<file path="src/rtl/tlb_pkg.sv">
// Shared TLB definitions: op codes, INVTLB ops, packed entry layout and the
// helper that assembles a write entry from the CSR images.
package tlb_pkg;

    typedef enum logic [2:0] {
        OP_SRCH = 3'd0,
        OP_RD   = 3'd1,
        OP_WR   = 3'd2,
        OP_FILL = 3'd3,
        OP_INV  = 3'd4
    } op_code_e;

    localparam logic [4:0] INV_ALL        = 5'd0;
    localparam logic [4:0] INV_ALL_1      = 5'd1;
    localparam logic [4:0] INV_G          = 5'd2;
    localparam logic [4:0] INV_NG         = 5'd3;
    localparam logic [4:0] INV_NG_ASID    = 5'd4;
    localparam logic [4:0] INV_NG_ASID_VA = 5'd5;
    localparam logic [4:0] INV_G_ASID_VA  = 5'd6;
    localparam logic [4:0] INV_OP_MAX     = INV_G_ASID_VA;

    localparam logic [5:0] ECODE_TLBR = 6'h3F;

    // First field is the MSB; the offsets below mirror this order.
    typedef struct packed {
        logic        e;
        logic [18:0] vppn;
        logic [5:0]  ps;
        logic [9:0]  asid;
        logic        g;
        logic [19:0] ppn0;
        logic [1:0]  plv0;
        logic [1:0]  mat0;
        logic        d0;
        logic        v0;
        logic [19:0] ppn1;
        logic [1:0]  plv1;
        logic [1:0]  mat1;
        logic        d1;
        logic        v1;
    } tlb_entry_t;

    localparam int ENTRY_W   = $bits(tlb_entry_t);
    localparam int V1_OFS    = 0;
    localparam int D1_OFS    = 1;
    localparam int MAT1_OFS  = 2;
    localparam int PLV1_OFS  = 4;
    localparam int PPN1_OFS  = 6;
    localparam int V0_OFS    = 26;
    localparam int D0_OFS    = 27;
    localparam int MAT0_OFS  = 28;
    localparam int PLV0_OFS  = 30;
    localparam int PPN0_OFS  = 32;
    localparam int G_OFS     = 52;
    localparam int ASID_OFS  = 53;
    localparam int PS_OFS    = 63;
    localparam int VPPN_OFS  = 69;
    localparam int E_OFS     = 88;

    function automatic tlb_entry_t make_entry(
        input logic [18:0] vppn,
        input logic [9:0]  asid,
        input logic [31:0] tlbidx,
        input logic [31:0] elo0,
        input logic [31:0] elo1,
        input logic [5:0]  ecode
    );
        tlb_entry_t ent;
        logic       unused_bits;
        unused_bits = ^{tlbidx[30], tlbidx[23:0], elo0[31:28], elo0[7], elo1[31:28], elo1[7]};
        // A refill exception always writes a valid entry regardless of NE.
        ent.e    = (ecode == ECODE_TLBR) ? 1'b1 : !tlbidx[31];
        ent.vppn = vppn;
        ent.ps   = tlbidx[29:24];
        ent.asid = asid;
        ent.g    = elo0[6] & elo1[6];
        ent.ppn0 = elo0[27:8];
        ent.plv0 = elo0[3:2];
        ent.mat0 = elo0[5:4];
        ent.d0   = elo0[1];
        ent.v0   = elo0[0];
        ent.ppn1 = elo1[27:8];
        ent.plv1 = elo1[3:2];
        ent.mat1 = elo1[5:4];
        ent.d1   = elo1[1];
        ent.v1   = elo1[0];
        return ent;
    endfunction

endpackage

</file>
<file path="src/rtl/tlb_s1_arb.sv">
// Search-port-1 arbiter: muxes the lookup key between the load/store stage and
// the controller, and counts how long the controller has yielded.
module tlb_s1_arb
    import tlb_pkg::*;
#(
    parameter int STARVE_MAX = 4
) (
    input  logic        clk,
    input  logic        reset,
    input  logic        ctrl_own,
    input  logic [18:0] ctrl_vppn,
    input  logic [9:0]  ctrl_asid,
    input  logic        mem_req,
    input  logic [18:0] mem_vppn,
    input  logic        mem_va_bit12,
    input  logic [9:0]  mem_asid,
    input  logic        stay_wait,
    output logic [18:0] s1_vppn,
    output logic        s1_va_bit12,
    output logic [9:0]  s1_asid,
    output logic        mem_gnt,
    output logic        starve_hit
);
    localparam int CW = (STARVE_MAX > 1) ? $clog2(STARVE_MAX) : 1;

    logic [CW-1:0] starve_cnt;

    assign s1_vppn     = ctrl_own ? ctrl_vppn : mem_vppn;
    assign s1_va_bit12 = ctrl_own ? 1'b0      : mem_va_bit12;
    assign s1_asid     = ctrl_own ? ctrl_asid : mem_asid;
    assign mem_gnt     = mem_req && !ctrl_own;
    assign starve_hit  = (starve_cnt == CW'(STARVE_MAX - 1));

    // NOTE: state registers use non-blocking assignments so every flop samples pre-edge values.
    always_ff @(posedge clk or posedge reset) begin
        if (reset) begin
            starve_cnt <= '0;
        end else if (stay_wait) begin
            starve_cnt <= starve_cnt + 1'b1;
        end else begin
            starve_cnt <= '0;
        end
    end

endmodule

</file>
<file path="src/rtl/tlb_op_ctrl.sv">
// TLB instruction sequencer: accepts one TLB op, drives the TLB array ports for
// one EXEC cycle and returns registered results with a one-cycle done pulse.
module tlb_op_ctrl
    import tlb_pkg::*;
#(
    parameter  int TLBNUM     = 16,
    parameter  int STARVE_MAX = 4,
    localparam int IW         = $clog2(TLBNUM)
) (
    input  logic               clk,
    input  logic               reset,
    input  logic               op_valid,
    output logic               op_ready,
    input  logic [2:0]         op_code,
    input  logic [4:0]         inv_op,
    input  logic [9:0]         inv_asid,
    input  logic [18:0]        inv_vppn,
    input  logic               flush,
    input  logic [18:0]        csr_vppn,
    input  logic [9:0]         csr_asid,
    input  logic [31:0]        csr_tlbidx,
    input  logic [31:0]        csr_tlbelo0,
    input  logic [31:0]        csr_tlbelo1,
    input  logic [5:0]         csr_ecode,
    input  logic               mem_s1_req,
    input  logic [18:0]        mem_s1_vppn,
    input  logic               mem_s1_va_bit12,
    input  logic [9:0]         mem_s1_asid,
    output logic               mem_s1_gnt,
    output logic [18:0]        tlb_s1_vppn,
    output logic               tlb_s1_va_bit12,
    output logic [9:0]         tlb_s1_asid,
    input  logic               tlb_s1_found,
    input  logic [IW-1:0]      tlb_s1_index,
    output logic               tlb_we,
    output logic [IW-1:0]      tlb_w_index,
    output logic [ENTRY_W-1:0] tlb_w_entry,
    output logic [IW-1:0]      tlb_r_index,
    input  logic [ENTRY_W-1:0] tlb_r_entry,
    output logic               tlb_invtlb_valid,
    output logic [4:0]         tlb_invtlb_op,
    output logic               done,
    output logic [2:0]         done_op,
    output logic               res_found,
    output logic [IW-1:0]      res_index,
    output logic [ENTRY_W-1:0] res_entry,
    output logic               res_ill
);
    typedef enum logic [1:0] {S_IDLE, S_WAIT_S1, S_EXEC, S_DONE} state_e;

    state_e        state_q, state_d;
    logic [2:0]    op_q;
    logic [4:0]    inv_op_q;
    logic [9:0]    inv_asid_q;
    logic [18:0]   inv_vppn_q;
    logic [IW-1:0] fill_ctr;
    logic          accept, needs_s1_in, needs_s1_q, in_exec, ctrl_own;
    logic          inv_legal, starve_hit, stay_wait;

    assign accept      = op_valid && (state_q == S_IDLE);
    assign needs_s1_in = (op_code == OP_SRCH) || (op_code == OP_INV);
    assign needs_s1_q  = (op_q == OP_SRCH) || (op_q == OP_INV);
    assign in_exec     = (state_q == S_EXEC);
    assign ctrl_own    = in_exec && needs_s1_q;
    assign inv_legal   = (inv_op_q <= INV_OP_MAX);
    assign stay_wait   = (state_q == S_WAIT_S1) && (state_d == S_WAIT_S1);

    tlb_s1_arb #(.STARVE_MAX(STARVE_MAX)) u_s1_arb (
        .clk          (clk),
        .reset        (reset),
        .ctrl_own     (ctrl_own),
        .ctrl_vppn    ((op_q == OP_INV) ? inv_vppn_q : csr_vppn),
        .ctrl_asid    ((op_q == OP_INV) ? inv_asid_q : csr_asid),
        .mem_req      (mem_s1_req),
        .mem_vppn     (mem_s1_vppn),
        .mem_va_bit12 (mem_s1_va_bit12),
        .mem_asid     (mem_s1_asid),
        .stay_wait    (stay_wait),
        .s1_vppn      (tlb_s1_vppn),
        .s1_va_bit12  (tlb_s1_va_bit12),
        .s1_asid      (tlb_s1_asid),
        .mem_gnt      (mem_s1_gnt),
        .starve_hit   (starve_hit)
    );

    assign op_ready      = (state_q == S_IDLE);
    assign done          = (state_q == S_DONE);
    assign done_op       = op_q;
    assign tlb_r_index   = csr_tlbidx[IW-1:0];
    assign tlb_invtlb_op = inv_op_q;
    assign tlb_w_entry   = make_entry(csr_vppn, csr_asid, csr_tlbidx,
                                      csr_tlbelo0, csr_tlbelo1, csr_ecode);

    // NOTE: every output of this block gets a default first, so no latches are inferred.
    always_comb begin
        state_d          = state_q;
        tlb_we           = 1'b0;
        tlb_w_index      = fill_ctr;
        tlb_invtlb_valid = 1'b0;
        unique case (state_q)
            S_IDLE: begin
                if (accept) begin
                    state_d = (needs_s1_in && mem_s1_req) ? S_WAIT_S1 : S_EXEC;
                end
            end
            S_WAIT_S1: begin
                if (flush) begin
                    state_d = S_IDLE;
                end else if (!mem_s1_req || starve_hit) begin
                    state_d = S_EXEC;
                end
            end
            S_EXEC: begin
                state_d = S_DONE;
                case (op_q)
                    OP_WR: begin
                        tlb_we      = 1'b1;
                        tlb_w_index = csr_tlbidx[IW-1:0];
                    end
                    OP_FILL: tlb_we = 1'b1;
                    OP_INV:  tlb_invtlb_valid = inv_legal;
                    default: ;
                endcase
            end
            S_DONE:  state_d = S_IDLE;
            default: state_d = S_IDLE;
        endcase
    end

    always_ff @(posedge clk or posedge reset) begin
        if (reset) begin
            state_q    <= S_IDLE;
            op_q       <= '0;
            inv_op_q   <= '0;
            inv_asid_q <= '0;
            inv_vppn_q <= '0;
        end else begin
            state_q <= state_d;
            if (accept) begin
                op_q       <= op_code;
                inv_op_q   <= inv_op;
                inv_asid_q <= inv_asid;
                inv_vppn_q <= inv_vppn;
            end
        end
    end

    always_ff @(posedge clk or posedge reset) begin
        if (reset) begin
            fill_ctr <= '0;
        end else begin
            fill_ctr <= (fill_ctr == IW'(TLBNUM - 1)) ? '0 : fill_ctr + 1'b1;
        end
    end

    // Every completing op rewrites all results; fields unrelated to it read zero.
    always_ff @(posedge clk or posedge reset) begin
        if (reset) begin
            res_found <= 1'b0;
            res_index <= '0;
            res_entry <= '0;
            res_ill   <= 1'b0;
        end else if (in_exec) begin
            res_found <= (op_q == OP_SRCH) && tlb_s1_found;
            res_index <= (op_q == OP_SRCH) ? tlb_s1_index : '0;
            res_entry <= ((op_q == OP_RD) && tlb_r_entry[E_OFS]) ? tlb_r_entry : '0;
            res_ill   <= (op_q == OP_INV) && !inv_legal;
        end
    end

endmodule

</file>
<file path="config.mk">
export PLATFORM = sky130hd
export DESIGN_NAME = tlb_op_ctrl
export DESIGN_NICKNAME = d
export VERILOG_FILES = /design/src/rtl/tlb_pkg.sv /design/src/rtl/tlb_s1_arb.sv /design/src/rtl/tlb_op_ctrl.sv
export SDC_FILE = /design/constraint.sdc
export NUM_CORES = 1
export LEC_CHECK = 0
export BUFFER_PORTS_ARGS = -buffer_cell sky130_fd_sc_hd__buf_2
export CAP_MARGIN = 20
export CORE_AREA = 5 5 201 203
export CTS_BUF_LIST = sky130_fd_sc_hd__clkbuf_16
export DETAILED_ROUTE_END_ITERATION = 8
export DIE_AREA = 0 0 206 208
export PLACE_DENSITY = 0.53
export SLEW_MARGIN = 20
export SYNTH_ARGS = -nofsm -noshare
export SYNTH_HDL_FRONTEND = slang
export SYNTH_SLANG_ARGS = --single-unit
export TNS_END_PERCENT = 30
</file>
<file path="constraint.sdc">
create_clock -name clk -period 4.1 [get_ports clk]
set_input_delay 0 -clock clk [delete_from_list [all_inputs] [get_ports clk]]
set_output_delay 0 -clock clk [all_outputs]
set_load 0.02 [all_outputs]
</file>
Word level (Yosys, flattened, before mapping) --
Index checks and enable logic that the tools add are counted.
Storage, ports and cells: register bits after elaboration 140, bits of input ports 297, output and inout port bits 235, word-level logic and storage cells 67
Operators by class: $add $sub $neg 2, order comparisons 1, eq/ne operators 12, muxes and demuxes 21, bitwise operators 1, reductions and logical operators 19
Operator list (number):
- 89-bit two-way mux | 1
- 19-bit two-way mux | 2
- 10-bit two-way mux | 2
- 4-bit two-way mux | 4
- 2-bit two-way mux | 5
- 1-bit logical AND | 8
- 2-bit one-hot mux with 4 select lines | 1
- 2-bit == test (second input constant) | 3
- 3-bit by 2-bit == test with 1-bit output (second input constant) | 2
- 3-bit == test (second input constant) | 2
- 6-bit == test (second input constant) | 1
- 3-bit logical NOT | 2
- 1-bit two-way mux | 6
- 5-bit by 3-bit <= comparator with 1-bit output (second input constant) | 1
- 4-bit by 1-bit adder with 4-bit output (second input constant) | 1
- 2-bit by 1-bit == test with 1-bit output (second input constant) | 2
- 4-bit == test (second input constant) | 1
- 1-bit logical NOT | 4
- 3-bit by 1-bit == test with 1-bit output (second input constant) | 1
- 1-bit logical OR | 3
- 2-bit by 1-bit adder with 2-bit output (second input constant) | 1
- 2-bit logical NOT | 1
- 2-bit OR reduction | 1
- 1-bit bitwise AND | 1

Longest topological paths before layout --
word-level depth 9, depth in mapped cells 6, mapped depth without buffers 4

Hierarchy --
A second synthesis with hierarchy kept.
Unflattened totals: cell total of the unflattened synthesis 497, area total of the unflattened synthesis 6595.1 um2
Modules (own cells, without submodules):
- tlb_op_ctrl | instances 1, cells each 457, area each 6143.4 um2
- tlb_s1_arb | instances 1, cells each 40, area each 451.7 um2

Least setup slack after synthesis --
OpenSTA, ideal clock, no wires.
path kind register -> output, start point register op_q[1] (netlist: done_op[1]), end point output port tlb_s1_asid[0], arrival 1.764 ns, setup slack 2.336 ns, cell stages (with the launch flop) 5, buffers on the path 1, cell sequence dfrtp_1 -> nor4b_2 -> clkbuf_1 -> nor2_1 -> a21oi_1
Between the ends: word-level cells in the longest chain between the ends 4
RTL lines:
- start, declared | line tlb_op_ctrl.sv:52 | logic [2:0] op_q;
- start signal, assigned | line tlb_op_ctrl.sv:140 | op_q <= op_code;
- 3-bit == test or 3-bit logical NOT (tied branches) | line tlb_op_ctrl.sv:62, tlb_op_ctrl.sv:73
- 1-bit logical OR | line tlb_op_ctrl.sv:62 | assign needs_s1_q = (op_q == OP_SRCH) || (op_q == OP_INV);
- 1-bit logical AND | line tlb_op_ctrl.sv:64 | assign ctrl_own = in_exec && needs_s1_q;
- 10-bit two-way mux * | line tlb_s1_arb.sv:30 | assign s1_asid = ctrl_own ? ctrl_asid : mem_asid;
- end, declared | line tlb_op_ctrl.sv:32 | output logic [9:0] tlb_s1_asid,
Every way passes the cells marked *; elsewhere a longest branch is shown, timed or not.

Worst setup path in the final report --
start point register state_q[0], end point output port tlb_w_index[2]
Between the ends: word-level cells in the longest chain between the ends 2
RTL lines:
- start, declared | line tlb_op_ctrl.sv:51 | state_e state_q, state_d;
- start signal, assigned | line tlb_op_ctrl.sv:138 | state_q <= state_d;
- 2-bit == test | line tlb_op_ctrl.sv:100 | unique case (state_q)
- 4-bit two-way mux | line tlb_op_ctrl.sv:100
- end, declared | line tlb_op_ctrl.sv:36 | output logic [IW-1:0] tlb_w_index,
No other way between the ends.

==> impl_metrics.toml <==
[run_status]
status = "finished, final reports clean"

[sta]
slew_violations = 0
min_period_over_period_pct = 64.3
fin_crit_ns = 2.64
timing.fmax_ghz = 0.379
tightest_slew_ns = 1.02
slew_headroom_pct = 32.2
setup-tns-final_ns = 0
setup_viol = 0
rsz0062_at_grt = "false"
worst_clock_skew_ns = 0.00849
final-hold-violation-count = 0

[yosys]
synth_edf_count = 0
yosysSeqAreaShare_pct = 54.4
synth.area.top_cells = "dfrtp_1, a22o_1, buf_4"
synth_top_area_cell = "dfrtp_1"
ys_top_cells_by_count = "dfrtp_1, a22o_1, buf_4, mux2_2, nor2_1"
yosysMostFrequentCell = "dfrtp_1"
synthArstFlopShare_pct = 100
ys_types = 29
ys.warnings.count = 0
syn_area_sq_mm = 0.00644
netlist.area_leader.share_pct = 54.4
yosys_register_bits = 140
synth.net_count = 829
synth_area_per_cell_sq_um = 12.2
syn_inst = 530
synth_ff_type = "dfrtp_1"

[floorplanning]
die_h_um = 208
dieArea_sq_mm = 0.0428
core_area_sq_mm = 0.0383
start_util_pct = 16.8
rows = 72
die_w_um = 206
ioPinCount = 532

[place]
gp_congestion = 0.863
io_buffer_count = 384
placed_cell_area_sq_mm = 0.00827
place_hpwl_mm = 16.4

[cts]
h-tree-depth = 4
cts_root_buf = "clkbuf_16"
ctsHoldBuffers = 134
ctsResizeCount = 0
post_cts_buffers = 0
clkTransAtPathRegs_ns = 0.06
clk_path_buf_depth = 2
cts_tree = "yes"
worstSkewPairLatency_ns = 0.43
cts_buffers = 17
clock_sinks = 140

[power]
p_sw_share_pct = 37.6
pwr-share-comb_pct = 38.3
leakage_nw = 5.26
p_int_mw = 3.76
clkPwrFrac_pct = 27.1
powerDensity_mw_per_mm2 = 589
pwr-share-seq_pct = 34.6
p_switching_mw = 2.26
vdd.ir_drop.worst_mv = 0.264

[routing]
route.met3.wl_mm = 2.03
met1_length_mm = 9.12
wl_mm = 23.6
initialDrtViolationCount = 291
drc = 0
dr.pass1.iters = 6
wl_per_cell_um = 15.9
via_per_inst = 3.89
wl_met2_mm = 11.6
highest_layer = "met5"
ant_nets = 0
num_vias = 5757

[cells_and_area]
antenna_cells = 0
drive_above_1_share_pct = 48.3
area_growth_pct = 58.6
nets = 1247
design_area_sq_mm = 0.0102

[critical_path]
end_kind = "output pin"
crit_fanout = 43
critical_path.startpoint = "state_q[0]"
critPathBufInv = 1
crit-reg2reg-launch = "state_q[0]"
worstPathRequired_ns = 4.10
worstPathArrival_ns = 2.64
cp_slowest_stage_delay_ns = 0.69
slowest_stage = "nor4b_2"
crit_chain = "nand2b_4 > nor4b_2 > mux2_2 > buf_2"
path_delay_family = "simple AND/OR/NAND/NOR gates"
worstSetupPathType = "reg -> out"
cp-start-kind = "flop"

[grt]
track_usage_pct = 10.5
globalRouteOverflowTotal = 0
grt_first_pass_wirelength_mm = 34.7
grt_pass1_vias = 6128
grt_max_degree = 90
antenna_found_initial = 2

[min_path]
worstHoldStart = "csr_tlbidx[29]"
hp-class = "in -> out"

[flow_run]
drv_cap = 0
==> through the flow <==
stage | cells | utilization, % | hold WS (ns) | power (mW) | worst slack [ns]
after floorplan | 530 | - | 0.113 | 3.60 | 0.347
after global placement | 1313 | 21.6 | 0.000137 | 4.32 | 1.58
after detailed placement | 1313 | 21.6 | 0.000137 | 4.34 | 1.55
after CTS | 1479 | 26.7 | 0.000137 | 6.16 | 1.24
after global routing | 1479 | 26.7 | 0.0000461 | 6.39 | 1.18
final | 1479 | 26.7 | 0.00000777 | 6.02 | 1.46
==> layer usage <==
| metal | vias to the layer above | GRT usage (%) |
|---|---|---|
| li1 | 2656 | - |
| met1 | 2714 | 11.1 |
| met5 | - | 0 |
| met2 | 329 | 18.7 |
| met3 | 56 | 3.47 |
| met4 | 2 | 4.96 |
==> registers in the layout (all words and copies together), names as in the netlist <==
signal               count
inv_vppn_q              19
tlb_invtlb_op            5
inv_asid_q              10
res_entry               89
u_s1_arb.starve_cnt      2
fill_ctr                 4
state_q                  2
res_found                1
done_op                  3
res_index                4
res_ill                  1
==> cell usage in the layout (no fill, tap or decap) <==
cell           netlist  layout
nor4b_4              0       1
clkinv_4             0       1
nor4b_2              2       1
and2_1               2       2
o31ai_1              1       1
a22o_1              93      93
nand2b_4             0       1
mux2_2              41      41
and3_1               1       1
a31oi_1              1       1
clkinv_2             0       1
a311oi_1             1       1
nor4_4               1       1
clkinvlp_4           0       2
buf_2               11     384
buf_4               92       5
ha_1                 2       2
mux2i_1             29      29
a21oi_1             30      30
nor3b_1              3       2
nand3b_1             1       1
nand3_1              4       4
nand4_1              1       1
dfrtp_1            140     139
nand2_1              4       4
dfrtp_2              0       1
nor3b_2              0       1
a21o_1               1       1
clkinv_1             0       4
nor2_1              34      34
dlygate4sd3_1        0     134
xor2_1               1       1
buf_12               0       1
clkbuf_16            0      17
inv_1                4       5
o21ai_0              5       5
bufinv_16            0       4
nor2b_1              2       2
inv_6                0       2
==> final timing paths <==
path	endpoint	slack, ns	cells after the start
max	tlb_w_index[2]	1.46	4
min reg2reg	u_s1_arb.starve_cnt[0]	0.44	1
max in group asynchronous	res_entry[64]	2.99	4
min	tlb_w_entry[68]	0.000008	0
min in group asynchronous	tlb_invtlb_op[4]	0.23	3
max reg2reg	res_entry[67]	1.63	4
==> cells by family (layout without fill, tap and decap cells) <==
group	after synthesis	count (layout)	synth area share [%]
flip-flops	140	140	54.4
AO/OA/AOI/OAI	132	132	15.8
adder cells (fa/ha/maj)	2	2	0.389
XOR/XNOR	1	1	0.136
multiplexers	70	70	11.7
AND/OR/NAND/NOR	56	56	4.47
buffers and inverters	129	560	13.1
==> final cells by class <==
cell class,instances,area (sq um)
sequential,140,3500
tap,518,648
clock inverter,15,180
fill,3977,28100
timing repair buffer,524,3320
clock buffer,17,425
multi-input combinational,261,2110
inverter,4,20.0
==> power groups by stage <==
stage	Combinational, mW	Clock, mW	Sequential, mW
global route	2.49	1.75	2.15
CTS	2.35	1.72	2.09
finish	2.30	1.63	2.08
global placement	2.22	0	2.10
floorplan	1.27	0	2.33
detailed placement	2.23	0	2.11
Power figures use the tool's default switching activity.
